### config.mk
export PLATFORM = sky130hd
export DESIGN_NAME = secuenciador_reduccion
export DESIGN_NICKNAME = d
export VERILOG_FILES = /design/src/rtl/formato_pkg.sv /design/src/rtl/generador_direcciones.sv /design/src/rtl/secuenciador_reduccion.sv
export SDC_FILE = /design/constraint.sdc
export NUM_CORES = 1
export LEC_CHECK = 0
export CAP_MARGIN = 20
export CORE_ASPECT_RATIO = 0.7
export CORE_MARGIN = 5
export CORE_UTILIZATION = 55
export DETAILED_ROUTE_END_ITERATION = 10
export PLACE_DENSITY_LB_ADDON = 0.3
export SETUP_SLACK_MARGIN = 0.4
export SYNTH_ARGS = -nofsm -noshare
export SYNTH_HDL_FRONTEND = slang
export SYNTH_SLANG_ARGS = --single-unit
### constraint.sdc
create_clock -name clk -period 8.9 [get_ports clk]
set_input_delay 1.78 -clock clk [delete_from_list [all_inputs] [get_ports clk]]
set_output_delay 1.78 -clock clk [all_outputs]
set_load 0.01 [all_outputs]
### src/rtl/formato_pkg.sv
// Shared fixed-point format and the sequencer state encoding for the downscaling path.
package formato_pkg;

    typedef logic [15:0] q8_8_t;

    typedef enum logic [3:0] {
        REPOSO, CALC, R0, R1, R2, R3, RC, LANZA, ESPERA, ESCRIBE, FIN
    } estado_sec_t;

    function automatic q8_8_t frac_a_q(input logic [7:0] frac);
        return {8'h00, frac};
    endfunction

endpackage

### src/rtl/generador_direcciones.sv
// Source-coordinate accumulators, edge clamp and both RAM address products.
// Outputs are combinational from the current accumulators; the sequencer samples them in CALC.
module generador_direcciones
    import formato_pkg::*;
#(
    parameter int ANCHO_ORIG = 128,
    parameter int ALTO_ORIG  = 128,
    parameter int ANCHO_DEST = 64,
    parameter int ALTO_DEST  = 64,
    parameter int ADDR_W     = 16
) (
    input  logic              clk,
    input  logic              rst,
    input  logic              carga_i,
    input  logic              avanza_i,
    input  q8_8_t             escala_x_i,
    input  q8_8_t             escala_y_i,
    output logic [ADDR_W-1:0] a00_o,
    output logic [ADDR_W-1:0] a10_o,
    output logic [ADDR_W-1:0] a01_o,
    output logic [ADDR_W-1:0] a11_o,
    output logic [7:0]        fx_o,
    output logic [7:0]        fy_o,
    output logic [ADDR_W-1:0] wr_addr_o,
    output logic              ultimo_o
);
    localparam int AX_W = 16 + $clog2(ANCHO_DEST);
    localparam int AY_W = 16 + $clog2(ALTO_DEST);
    localparam int XD_W = $clog2(ANCHO_DEST + 1);
    localparam int YD_W = $clog2(ALTO_DEST + 1);
    localparam logic [XD_W-1:0]   XD_ULT = XD_W'(ANCHO_DEST - 1);
    localparam logic [YD_W-1:0]   YD_ULT = YD_W'(ALTO_DEST - 1);
    localparam logic [ADDR_W-1:0] W_ORIG = ADDR_W'(ANCHO_ORIG);
    localparam logic [ADDR_W-1:0] W_DEST = ADDR_W'(ANCHO_DEST);

    q8_8_t            esc_x_q, esc_y_q;
    logic [AX_W-1:0]  sx_q;
    logic [AY_W-1:0]  sy_q;
    logic [XD_W-1:0]  xd_q;
    logic [YD_W-1:0]  yd_q;
    logic [ADDR_W-1:0] x0, x1, y0, y1;

    always_ff @(posedge clk) begin
        if (rst || carga_i) begin
            esc_x_q <= rst ? '0 : escala_x_i;
            esc_y_q <= rst ? '0 : escala_y_i;
            sx_q    <= '0;
            sy_q    <= '0;
            xd_q    <= '0;
            yd_q    <= '0;
        end else if (avanza_i) begin
            // End of a row restarts the column accumulator rather than subtracting.
            if (xd_q == XD_ULT) begin
                xd_q <= '0;
                sx_q <= '0;
                yd_q <= yd_q + 1'b1;
                sy_q <= sy_q + AY_W'(esc_y_q);
            end else begin
                xd_q <= xd_q + 1'b1;
                sx_q <= sx_q + AX_W'(esc_x_q);
            end
        end
    end

    always_comb begin
        x0   = ADDR_W'(sx_q[AX_W-1:8]);
        x1   = x0 + 1'b1;
        fx_o = sx_q[7:0];
        if (32'(sx_q[AX_W-1:8]) >= ANCHO_ORIG - 1) begin
            x0   = ADDR_W'(ANCHO_ORIG - 1);
            x1   = x0;
            fx_o = 8'h00;
        end
        y0   = ADDR_W'(sy_q[AY_W-1:8]);
        y1   = y0 + 1'b1;
        fy_o = sy_q[7:0];
        if (32'(sy_q[AY_W-1:8]) >= ALTO_ORIG - 1) begin
            y0   = ADDR_W'(ALTO_ORIG - 1);
            y1   = y0;
            fy_o = 8'h00;
        end
    end

    assign a00_o     = y0 * W_ORIG + x0;
    assign a10_o     = y0 * W_ORIG + x1;
    assign a01_o     = y1 * W_ORIG + x0;
    assign a11_o     = y1 * W_ORIG + x1;
    assign wr_addr_o = ADDR_W'(yd_q) * W_DEST + ADDR_W'(xd_q);
    assign ultimo_o  = (xd_q == XD_ULT) && (yd_q == YD_ULT);

endmodule

### src/rtl/secuenciador_reduccion.sv
// Raster-order frame sequencer: fetches four neighbours per destination pixel, runs one
// interpolation, writes the result. All outputs come straight from registers.
module secuenciador_reduccion
    import formato_pkg::*;
#(
    parameter int ANCHO_ORIG = 128,
    parameter int ALTO_ORIG  = 128,
    parameter int ANCHO_DEST = 64,
    parameter int ALTO_DEST  = 64,
    parameter int ADDR_W     = 16
) (
    input  logic              clk,
    input  logic              rst,
    input  logic              iniciar_cuadro,
    input  q8_8_t             escala_x,
    input  q8_8_t             escala_y,
    output logic              ocupado,
    output logic              hecho,
    output logic              mem_rd_en,
    output logic [ADDR_W-1:0] mem_rd_addr,
    input  logic [7:0]        mem_rd_data,
    output logic              int_iniciar,
    input  logic              int_ocupado,
    input  logic              int_listo,
    output logic [7:0]        int_p00,
    output logic [7:0]        int_p10,
    output logic [7:0]        int_p01,
    output logic [7:0]        int_p11,
    output q8_8_t             int_fx,
    output q8_8_t             int_fy,
    input  logic [7:0]        int_pixel,
    output logic              mem_wr_en,
    output logic [ADDR_W-1:0] mem_wr_addr,
    output logic [7:0]        mem_wr_data,
    output estado_sec_t       estado_dbg
);
    estado_sec_t       estado_q;
    logic              ocupado_q, hecho_q, rd_en_q, iniciar_q, wr_en_q, visto_q;
    logic [ADDR_W-1:0] rd_addr_q, wr_addr_q, a10_q, a01_q, a11_q;
    logic [7:0]        p00_q, p10_q, p01_q, p11_q, wr_data_q;
    q8_8_t             fx_q, fy_q;
    logic [ADDR_W-1:0] a00, a10, a01, a11, dest_addr;
    logic [7:0]        fx, fy;
    logic              ultimo;

    generador_direcciones #(
        .ANCHO_ORIG(ANCHO_ORIG), .ALTO_ORIG(ALTO_ORIG),
        .ANCHO_DEST(ANCHO_DEST), .ALTO_DEST(ALTO_DEST), .ADDR_W(ADDR_W)
    ) u_gen (
        .clk       (clk),
        .rst       (rst),
        .carga_i   (estado_q == REPOSO && iniciar_cuadro),
        .avanza_i  (estado_q == ESCRIBE),
        .escala_x_i(escala_x),
        .escala_y_i(escala_y),
        .a00_o     (a00),
        .a10_o     (a10),
        .a01_o     (a01),
        .a11_o     (a11),
        .fx_o      (fx),
        .fy_o      (fy),
        .wr_addr_o (dest_addr),
        .ultimo_o  (ultimo)
    );

    // Interpolator handshake: int_iniciar pulses once per pixel. The result is accepted on
    // int_listo only after int_ocupado has been seen, so a stale int_listo is never taken.
    always_ff @(posedge clk) begin
        if (rst) begin
            estado_q  <= REPOSO;
            ocupado_q <= 1'b0;
            hecho_q   <= 1'b0;
            rd_en_q   <= 1'b0;
            iniciar_q <= 1'b0;
            wr_en_q   <= 1'b0;
            visto_q   <= 1'b0;
            rd_addr_q <= '0;
            wr_addr_q <= '0;
            a10_q     <= '0;
            a01_q     <= '0;
            a11_q     <= '0;
            p00_q     <= '0;
            p10_q     <= '0;
            p01_q     <= '0;
            p11_q     <= '0;
            wr_data_q <= '0;
            fx_q      <= '0;
            fy_q      <= '0;
        end else begin
            iniciar_q <= 1'b0;
            wr_en_q   <= 1'b0;
            hecho_q   <= 1'b0;
            case (estado_q)
                REPOSO: if (iniciar_cuadro) begin
                    ocupado_q <= 1'b1;
                    estado_q  <= CALC;
                end
                CALC: begin
                    fx_q      <= frac_a_q(fx);
                    fy_q      <= frac_a_q(fy);
                    a10_q     <= a10;
                    a01_q     <= a01;
                    a11_q     <= a11;
                    rd_en_q   <= 1'b1;
                    rd_addr_q <= a00;
                    estado_q  <= R0;
                end
                R0: begin
                    rd_addr_q <= a10_q;
                    estado_q  <= R1;
                end
                R1: begin
                    p00_q     <= mem_rd_data;
                    rd_addr_q <= a01_q;
                    estado_q  <= R2;
                end
                R2: begin
                    p10_q     <= mem_rd_data;
                    rd_addr_q <= a11_q;
                    estado_q  <= R3;
                end
                R3: begin
                    p01_q    <= mem_rd_data;
                    rd_en_q  <= 1'b0;
                    estado_q <= RC;
                end
                RC: begin
                    p11_q     <= mem_rd_data;
                    iniciar_q <= 1'b1;
                    visto_q   <= 1'b0;
                    estado_q  <= LANZA;
                end
                LANZA: estado_q <= ESPERA;
                ESPERA: begin
                    if (int_ocupado) visto_q <= 1'b1;
                    if (visto_q && int_listo) begin
                        wr_en_q   <= 1'b1;
                        wr_data_q <= int_pixel;
                        wr_addr_q <= dest_addr;
                        estado_q  <= ESCRIBE;
                    end
                end
                ESCRIBE: if (ultimo) begin
                    ocupado_q <= 1'b0;
                    hecho_q   <= 1'b1;
                    estado_q  <= FIN;
                end else begin
                    estado_q <= CALC;
                end
                FIN:     estado_q <= REPOSO;
                default: estado_q <= REPOSO;
            endcase
        end
    end

    assign ocupado     = ocupado_q;
    assign hecho       = hecho_q;
    assign mem_rd_en   = rd_en_q;
    assign mem_rd_addr = rd_addr_q;
    assign int_iniciar = iniciar_q;
    assign int_p00     = p00_q;
    assign int_p10     = p10_q;
    assign int_p01     = p01_q;
    assign int_p11     = p11_q;
    assign int_fx      = fx_q;
    assign int_fy      = fy_q;
    assign mem_wr_en   = wr_en_q;
    assign mem_wr_addr = wr_addr_q;
    assign mem_wr_data = wr_data_q;
    assign estado_dbg  = estado_q;

endmodule

==> impl_metrics.py <==
metrics = {
    "yosys": {
        "ys_seq_area_share_pct": 42.38,
        "ys_ff_latch": 227,
        "async_reset_ff_share_pct": 0,
        "avgSynthCellArea_um2": 8.510,
        "synth.distinct_cells": 63,
        "synthCells": 1349,
        "syn-cell-area_mm2": 0.01148,
        "yosys_warnings": 0,
        "synth_ff_type": "dfxtp_1",
        "synth_edf_count": 32,
    },
    "job": {
        "max_cap_violations": 0,
    },
    "grt": {
        "grt_use_met3_pct": 3.459,
        "grt.total_usage_pct": 23.23,
        "grtUsageMet2_pct": 37.70,
        "grt_start_max_net_pins": 100,
        "overflow": 0,
        "use_met1_pct": 32.59,
        "grt-busiest-layer": "met2",
        "antenna_found_initial": 0,
        "grt_pass1_wl_um": 46560,
        "grt_pass1_vias": 9373,
    },
    "cts": {
        "clk_pin_slew_ps": 70,
        "hold_buffers": 0,
        "cts_tree": "yes",
        "clk_latency_ps": 510,
        "numCtsBuffers": 23,
        "htreeDepth": 1,
        "post_cts_resized": 0,
        "cts_sinks": 227,
        "clock_path_buffers": 3,
        "cts_root_buf": "clkbuf_16",
        "postCtsSetupRepairBufs": 0,
    },
    "worst_setup_path": {
        "r2r_setup_slack_ps": 5140,
        "critPathLaunch": "rst",
        "worstPathRequired_ps": 9290,
        "cpMostUsedCell": "buf_4",
        "start_kind": "input port",
        "cpMaxStageDelayCell": "inv_2",
        "endpoint": "u_gen.sx_q[17]",
        "crit_chain": "buf_4 -> a31oi_1 -> inv_2 -> buf_4 -> nor2_1 -> a311oi_1 -> nand3_1",
        "worstSetupPathType": "in -> reg",
        "r2r_start": "u_gen.sy_q[17]",
        "path_max_fanout": 73,
        "reg2reg_depth": 13,
        "cpPeakStageDelay_ps": 610,
        "cp-end-kind": "register",
        "reg2reg_to": "a11_q[15]",
        "worstPathArrival_ps": 4440,
    },
    "floorplan": {
        "ios": 166,
        "start_util_pct": 55.61,
        "dieWidth_um": 182.7,
        "fp.coreArea_mm2": 0.02064,
        "placement_rows": 44,
        "dieArea_mm2": 0.02391,
        "die_h_um": 130.9,
    },
    "route": {
        "drc": 0,
        "routed_via_density": 5.651,
        "vias": 10080,
        "drt_iter0_drc": 775,
        "drt_pass1_iterations": 5,
        "wire_per_inst_um": 16.15,
        "ant_nets": 0,
        "routed_wirelength_um": 28820,
    },
    "timing": {
        "max_freq_mhz": 247.3,
        "whs_ps": 451.3,
        "rsz0062_at_grt": "no",
        "report.final.setup_viol": 0,
        "tightest_slew_ps": 1023,
        "tns_ps": 0,
        "slew_headroom_pct": 31.54,
        "skew_ps": 9.159,
        "finalCritPeriodShare_pct": 45.43,
        "finalCriticalPeriod_ps": 4043,
        "hold_viol_final": 0,
        "drv_slew": 0,
    },
    "place": {
        "gp_congestion": 0.9295,
        "io_buffer_count": 147,
        "place_hpwl_um": 20640,
        "dp_cells": 1744,
    },
    "finish": {
        "seqCellArea_mm2": 0.004865,
        "area_growth_pct": 20.81,
        "fin_util_pct": 67.18,
        "n_antenna_cell": 0,
        "stdcell_count": 1784,
        "layout_common_cells": "nand2_1, dfxtp_1, a21oi_1",
        "final_common_cell": "nand2_1",
        "fillCellCount": 1726,
        "nets": 1618,
        "drive_above_1_share_pct": 3.912,
        "multi_input_area_mm2": 0.006354,
    },
    "power_and_ir_drop": {
        "power_leakage_nw": 5.225,
        "switching_power_uw": 632.0,
        "power_frac_clock_pct": 38.2,
        "p_seq_share_pct": 47.6,
        "p_int_mw": 1.760,
        "swShare_pct": 26.43,
        "p_per_area_mw_per_mm2": 172.5,
        "pwr-share-comb_pct": 14.2,
        "ir_drop_mv": 0.1084,
    },
    "worst_hold_path": {
        "hold_depth": 2,
        "hp-class": "reg -> reg",
    },
    "status": {
        "status": "finished, final reports clean",
    },
}
## power groups by stage
stage | combinational (mW) | sequential [mW] | clock [mW]
floorplan | 0.211 | 1.16 | 0
global route | 0.376 | 1.14 | 0.967
global placement | 0.326 | 1.16 | 0
detailed placement | 0.335 | 1.16 | 0
finish | 0.339 | 1.14 | 0.913
CTS | 0.338 | 1.14 | 0.926
## area by class of cell
cell class                 instances  area share (%)
multi-input combinational       1068           45.81
clock buffer                      33           4.800
inverter                          18          0.4872
sequential                       227           35.08
clock inverter                     7          0.3067
timing repair buffer             155           11.02
tap                              276           2.490
## how the worst min path moves through the flow
| stage | start | to | slack [ps] |
|---|---|---|---|
| after floorplan | a01_q[11] | a01_q[11] | 430 |
| after global placement | a10_q[13] | a10_q[13] | 440 |
| after detailed placement | a01_q[13] | a01_q[13] | 440 |
| after CTS | a01_q[13] | a01_q[13] | 450 |
| after global routing | int_fy[7] | int_fy[7] | 470 |
| final | int_fy[7] | int_fy[7] | 450 |
## sequential cells by signal (all words and copies together) (netlist names), 14 cells and up
| register | cells |
|---|---|
| u_gen.sx_q | 22 |
| u_gen.sy_q | 22 |
| a01_q | 16 |
| a10_q | 16 |
| mem_rd_addr | 16 |
| u_gen.esc_x_q | 16 |
| u_gen.esc_y_q | 16 |
| mem_wr_addr | 14 |
## per-stage QoR
step / cell area [µm²] / power, mW / worst slack, ps
final: 13870 / 2.392 / 4857
after global routing: 13870 / 2.488 / 4574
after CTS: 13870 / 2.403 / 4849
after detailed placement: 13160 / 1.496 / 4338
after global placement: 13150 / 1.485 / 4390
after floorplan: 11650 / 1.367 / 5135
## Yosys cell counts (10+ instances only)
master | number | area share (%)
xor2_1 | 34 | 2.6
edfxtp_1 | 32 | 8.4
clkbuf_1 | 58 | 1.9
nor2_1 | 117 | 3.8
dfxtp_1 | 195 | 34
nor3_1 | 28 | 1.2
xnor2_1 | 36 | 2.7
inv_1 | 17 | 0.56
ha_1 | 68 | 7.4
a21oi_1 | 149 | 6.5
a22oi_1 | 17 | 1.1
and3_1 | 14 | 0.76
or3_1 | 12 | 0.65
nor2b_1 | 44 | 2.4
nand2_1 | 217 | 7.1
o21a_1 | 11 | 0.72
a21o_1 | 13 | 0.85
nand3_1 | 45 | 2.0
o21ai_0 | 54 | 2.4
nand4_1 | 10 | 0.54
nand2b_1 | 10 | 0.54
buf_4 | 18 | 1.2
a211oi_1 | 31 | 2.0
## logic make-up after synthesis
logic type | count (synthesis) | share of synthesized area (%)
buffers and inverters | 99 | 3.858
adder cells (fa/ha/maj) | 72 | 8.109
AND/OR/NAND/NOR | 535 | 21.46
other | 2 | 0.06542
flip-flops | 227 | 42.38
XOR/XNOR | 70 | 5.341
multiplexers | 2 | 0.1744
AO/OA/AOI/OAI | 342 | 18.62
## metal layers
layer | up-vias | part of all wire, %
li1 | 5018 | -
met1 | 4675 | 45
met2 | 330 | 45
met3 | 58 | 6.8
met4 | 0 | 2.6
met5 | - | 0
## critical path: cells and delay by family
family | cells | cell delay (ps)
simple gates | 2 | 330
compound gates | 2 | 630
buf+inv | 3 | 1650
Power figures use the tool's default switching activity.
